--- src/rtl/proc_datapath.sv ---
// Datapath of the 16-bit teaching processor: 16x16 register file, 256x16 data memory,
// write-back mux and an 8-function ALU. Reads are combinational; writes land on the rising edge.
module proc_datapath (
    input  logic        Clock,
    input  logic        Reset,
    input  logic [7:0]  D_Addr,
    input  logic        D_Wr,
    input  logic        RF_s,
    input  logic [3:0]  RF_W_Addr,
    input  logic        RF_W_en,
    input  logic [3:0]  RF_Ra_Addr,
    input  logic [3:0]  RF_Rb_Addr,
    input  logic [2:0]  ALU_s0,
    output logic [15:0] ALU_inA,
    output logic [15:0] ALU_inB,
    output logic [15:0] ALU_out
);
    typedef enum logic [2:0] {
        OP_ZERO = 3'd0,
        OP_ADD  = 3'd1,
        OP_SUB  = 3'd2,
        OP_PASS = 3'd3,
        OP_XOR  = 3'd4,
        OP_OR   = 3'd5,
        OP_AND  = 3'd6,
        OP_INC  = 3'd7
    } alu_op_e;

    logic [15:0] rf  [16];
    logic [15:0] mem [256] = '{default: 16'h0000};
    logic [15:0] mem_rdata;
    logic [15:0] w_data;

    assign ALU_inA   = rf[RF_Ra_Addr];
    assign ALU_inB   = rf[RF_Rb_Addr];
    assign mem_rdata = mem[D_Addr];
    assign w_data    = RF_s ? mem_rdata : ALU_out;

    always_comb begin
        ALU_out = 16'h0000;
        case (alu_op_e'(ALU_s0))
            OP_ZERO: ALU_out = 16'h0000;
            OP_ADD:  ALU_out = ALU_inA + ALU_inB;
            OP_SUB:  ALU_out = ALU_inA - ALU_inB;
            OP_PASS: ALU_out = ALU_inA;
            OP_XOR:  ALU_out = ALU_inA ^ ALU_inB;
            OP_OR:   ALU_out = ALU_inA | ALU_inB;
            OP_AND:  ALU_out = ALU_inA & ALU_inB;
            OP_INC:  ALU_out = ALU_inA + 16'h0001;
            default: ALU_out = 16'h0000;
        endcase
    end

    // Reset wins over a pending register write; the old operand feeds w_data, so no loop forms.
    always_ff @(posedge Clock) begin
        if (Reset) begin
            for (int i = 0; i < 16; i++) rf[i] <= 16'h0000;
        end else if (RF_W_en) begin
            rf[RF_W_Addr] <= w_data;
        end
    end

    // Memory ignores Reset; a store in the reset cycle still uses the pre-reset operand.
    always_ff @(posedge Clock) begin
        if (D_Wr) mem[D_Addr] <= ALU_inA;
    end
endmodule

--- config.mk ---
export PLATFORM = sky130hd
export DESIGN_NAME = proc_datapath
export DESIGN_NICKNAME = d
export VERILOG_FILES = /design/src/rtl/proc_datapath.sv
export SDC_FILE = /design/constraint.sdc
export NUM_CORES = 2
export LEC_CHECK = 0
export ABC_AREA = 1
export ABC_CLOCK_PERIOD_IN_PS = 14500
export CAP_MARGIN = 15
export CELL_PAD_IN_SITES_DETAIL_PLACEMENT = 1
export CELL_PAD_IN_SITES_GLOBAL_PLACEMENT = 1
export CORE_MARGIN = 3
export CORE_UTILIZATION = 30
export CTS_CLUSTER_SIZE = 8
export DETAILED_ROUTE_END_ITERATION = 7
export PLACE_DENSITY = 0.49
export SLEW_MARGIN = 20
export SYNTH_ARGS = -nofsm -noshare
export SYNTH_HDL_FRONTEND = slang
export SYNTH_MEMORY_MAX_BITS = 65536
export SYNTH_SLANG_ARGS = --single-unit
--- constraint.sdc ---
create_clock -name Clock -period 14.5 [get_ports Clock]
set_clock_uncertainty 0.1 [all_clocks]
set_input_delay 4.35 -clock Clock [delete_from_list [all_inputs] [get_ports Clock]]
set_output_delay 4.35 -clock Clock [all_outputs]
set_load 0.05 [all_outputs]
==> metrics.yaml <==
min_from: "rf[0][9]"
ant_nets: 0
multi_input_area_mm2: 0.0385
muxShareOfSynthArea: 0
syn_nets: 12600
dpl.hpwl_um: 392000
maxSlewViolCount: 0
synth_flop_cell: "edfxtp_1"
grt_pass1_wl_um: 949000
hold_buffers: 0
post-place-ws_ns: 0.785
nFillCells: 59200
critical_path_arrival_ns: 9.33
min_path_cells: 4
rsz0062_at_grt: "no"
fp.dieW_um: 766
synth_simple_gate_area_frac: 0.120
synth_seq_cells: 4352
tns_ns: 0
netlist_instances: 12500
hold_end: "mem[83][9]"
setup_slack_ns: 0.720
track_usage: 0.224
p_leak_nw: 63.8
r2r_end: "rf[1][14]"
ios: 76
dr.pass1.iters: 6
io_buffer_count: 75
hold_viol_final: 0
timing.rr.start: "rf[13][2]"
numCtsBuffers: 618
wirelength_um: 683000
grt_max_degree: 175
synth_xor_area_frac: 0.000303
h-tree-depth: 6
dieArea_mm2: 0.588
slowest_delay_ns: 0.52
synthDistinctLibCells: 60
async_flop_share: 0
rows: 278
finalWeightedCongestion: 0.830
worst-path-buf-inv: 5
hold_ws_ns: 0.891
fin_crit_sh: 0.950
synth_compound_area_frac: 0.0908
cts_tree: "yes"
yosysWarnings: 0
syn2layout_area_growth_pct: 16.6
synthAdderAreaFrac: 0.00372
regArea_mm2: 0.131
crit_family: "simple AND/OR/NAND/NOR gates"
power_density_mw_per_mm2: 147
gr-total-overflow: 0
start_util: 0.302
synth_top_family_by_area: "simple AND/OR/NAND/NOR gates"
synth_most_common_cell: "edfxtp_1"
worst_setup_path_end_kind: "primary output"
clock_latency_ns: 1.14
vias: 116000
setup_viol: 0
antenna_found_initial: 55
status: "completed"
wire_per_inst_um: 33.3
maxSlewHeadroom: 0.0952
cp-start-kind: "input port"
grt_pass1_vias: 117000
drt-vias-per-instance: 5.65
die_h_um: 766
synth.area.top_cells: "edfxtp_1 (75%), nand3_1 (7.6%), a22oi_1 (4.5%)"
ys_seq_area_frac: 0.753
r2r_cells: 27
crit_type: "in2out"
core_mm2: 0.575
synth_top_area_cell: "edfxtp_1"
cp_max_fo: 96
vdd_drop_max_v: 0.000131
crit_required_ns: 10.05
ctsLongestPathBuffers: 4
cts_resized: 0
synth_edf_count: 4352
syn-cell-area_mm2: 0.174
regToRegSetupSlack_ns: 8.89
tightest_slew_ns: 1.36
avgSynthCellArea_um2: 13.9
maxCapViolCount: 0
fin_crit_ns: 13.78
remaining_drc_errors: 0
yosysTopAreaCellShare: 0.753
cts.sinks: 4352
fmax_mhz: 72.6
slowest_stage: "buf_6"
postCtsSetupRepairBufs: 0
fin_nets: 12800
hold_path.class: "reg2reg"
cts-root-buf: "clkbuf_16"
synthTopCellsByCount: "edfxtp_1 (4352), nand3_1 (2621), a22oi_1 (1040)"
clk_pin_slew_ns: 0.05
drt-initial-drc-count: 13400
drive_above_1_share: 0.130
## worst max-delay path by stage
stage / cells past startpoint / end / start
2_1_floorplan: 15 / ALU_out[14] / RF_Ra_Addr[1]
3_3_place_gp: 26 / ALU_out[14] / RF_Rb_Addr[0]
3_5_place_dp: 29 / ALU_out[14] / RF_Rb_Addr[0]
4_1_cts: 29 / ALU_out[14] / RF_Rb_Addr[0]
6_report: 26 / ALU_out[14] / RF_Rb_Addr[0]
5_1_grt: 29 / ALU_out[14] / RF_Rb_Addr[0]
## layout by cell type, fill, tap and decap left out, types with 191 or more instances in the layout
| master | n |
|---|---|
| a22oi_1 | 1040 |
| a31oi_1 | 685 |
| buf_4 | 476 |
| clkbuf_16 | 623 |
| edfxtp_1 | 4352 |
| inv_1 | 268 |
| nand2_1 | 799 |
| nand3_1 | 2620 |
| nor2_1 | 461 |
| nor2_2 | 191 |
| o21ai_0 | 195 |
## cell families after synthesis
family                   Yosys count
AO/OA/AOI/OAI                   2323
XOR/XNOR                           6
adder cells (fa/ha/maj)           51
buffers and inverters           1291
flip-flops                      4352
AND/OR/NAND/NOR                 4468
## sequential cells by signal, indices dropped and copies added, names as in the netlist
name / cells
mem: 4096
rf: 256
## tightest hold or removal path, cell delays in order (launching register included)
cell and delay, ns:
edfxtp_1 0.35, o21ai_0 0.08, nand2_1 0.06, o211ai_1 0.17, nand2_8 0.20
## metrics by stage
stage / utilization / cells / cell area [µm²] / total power [mW]
2_1_floorplan: - / 12500 / 174000 / 15.7
3_3_place_gp: 0.322 / 19800 / 185000 / 16.9
3_5_place_dp: 0.323 / 19800 / 185000 / 16.9
4_1_cts: 0.352 / 20500 / 202000 / 30.0
5_1_grt: 0.352 / 20500 / 202000 / 30.6
6_report: 0.352 / 20500 / 202000 / 29.7
## power by group
part	switching (mW)	total, mW	internal (mW)
Combinational	1.98	2.46	0.480
Sequential	0.0172	14.2	14.2
Clock	5.40	13.1	7.68
## cell type report
class	instances	share of cell area
diodes	20	0.000247
clock buffers	630	0.0772
clock inverters	64	0.00556
inverters	296	0.00586
multi-input cells	6848	0.190
flip-flops and latches	4352	0.646
well taps	7700	0.0476
repair buffers	600	0.0270
## metal layers
| metal | vias to the layer above | GRT usage | part of all wire |
|---|---|---|---|
| met5 | - | 0 | 0.000053 |
| met4 | 6 | 0.0544 | 0.026 |
| met3 | 830 | 0.0326 | 0.065 |
| met2 | 4309 | 0.359 | 0.46 |
| met1 | 62100 | 0.322 | 0.45 |
| li1 | 48700 | - | - |
Note: power is estimated with default switching activity, not from simulation.
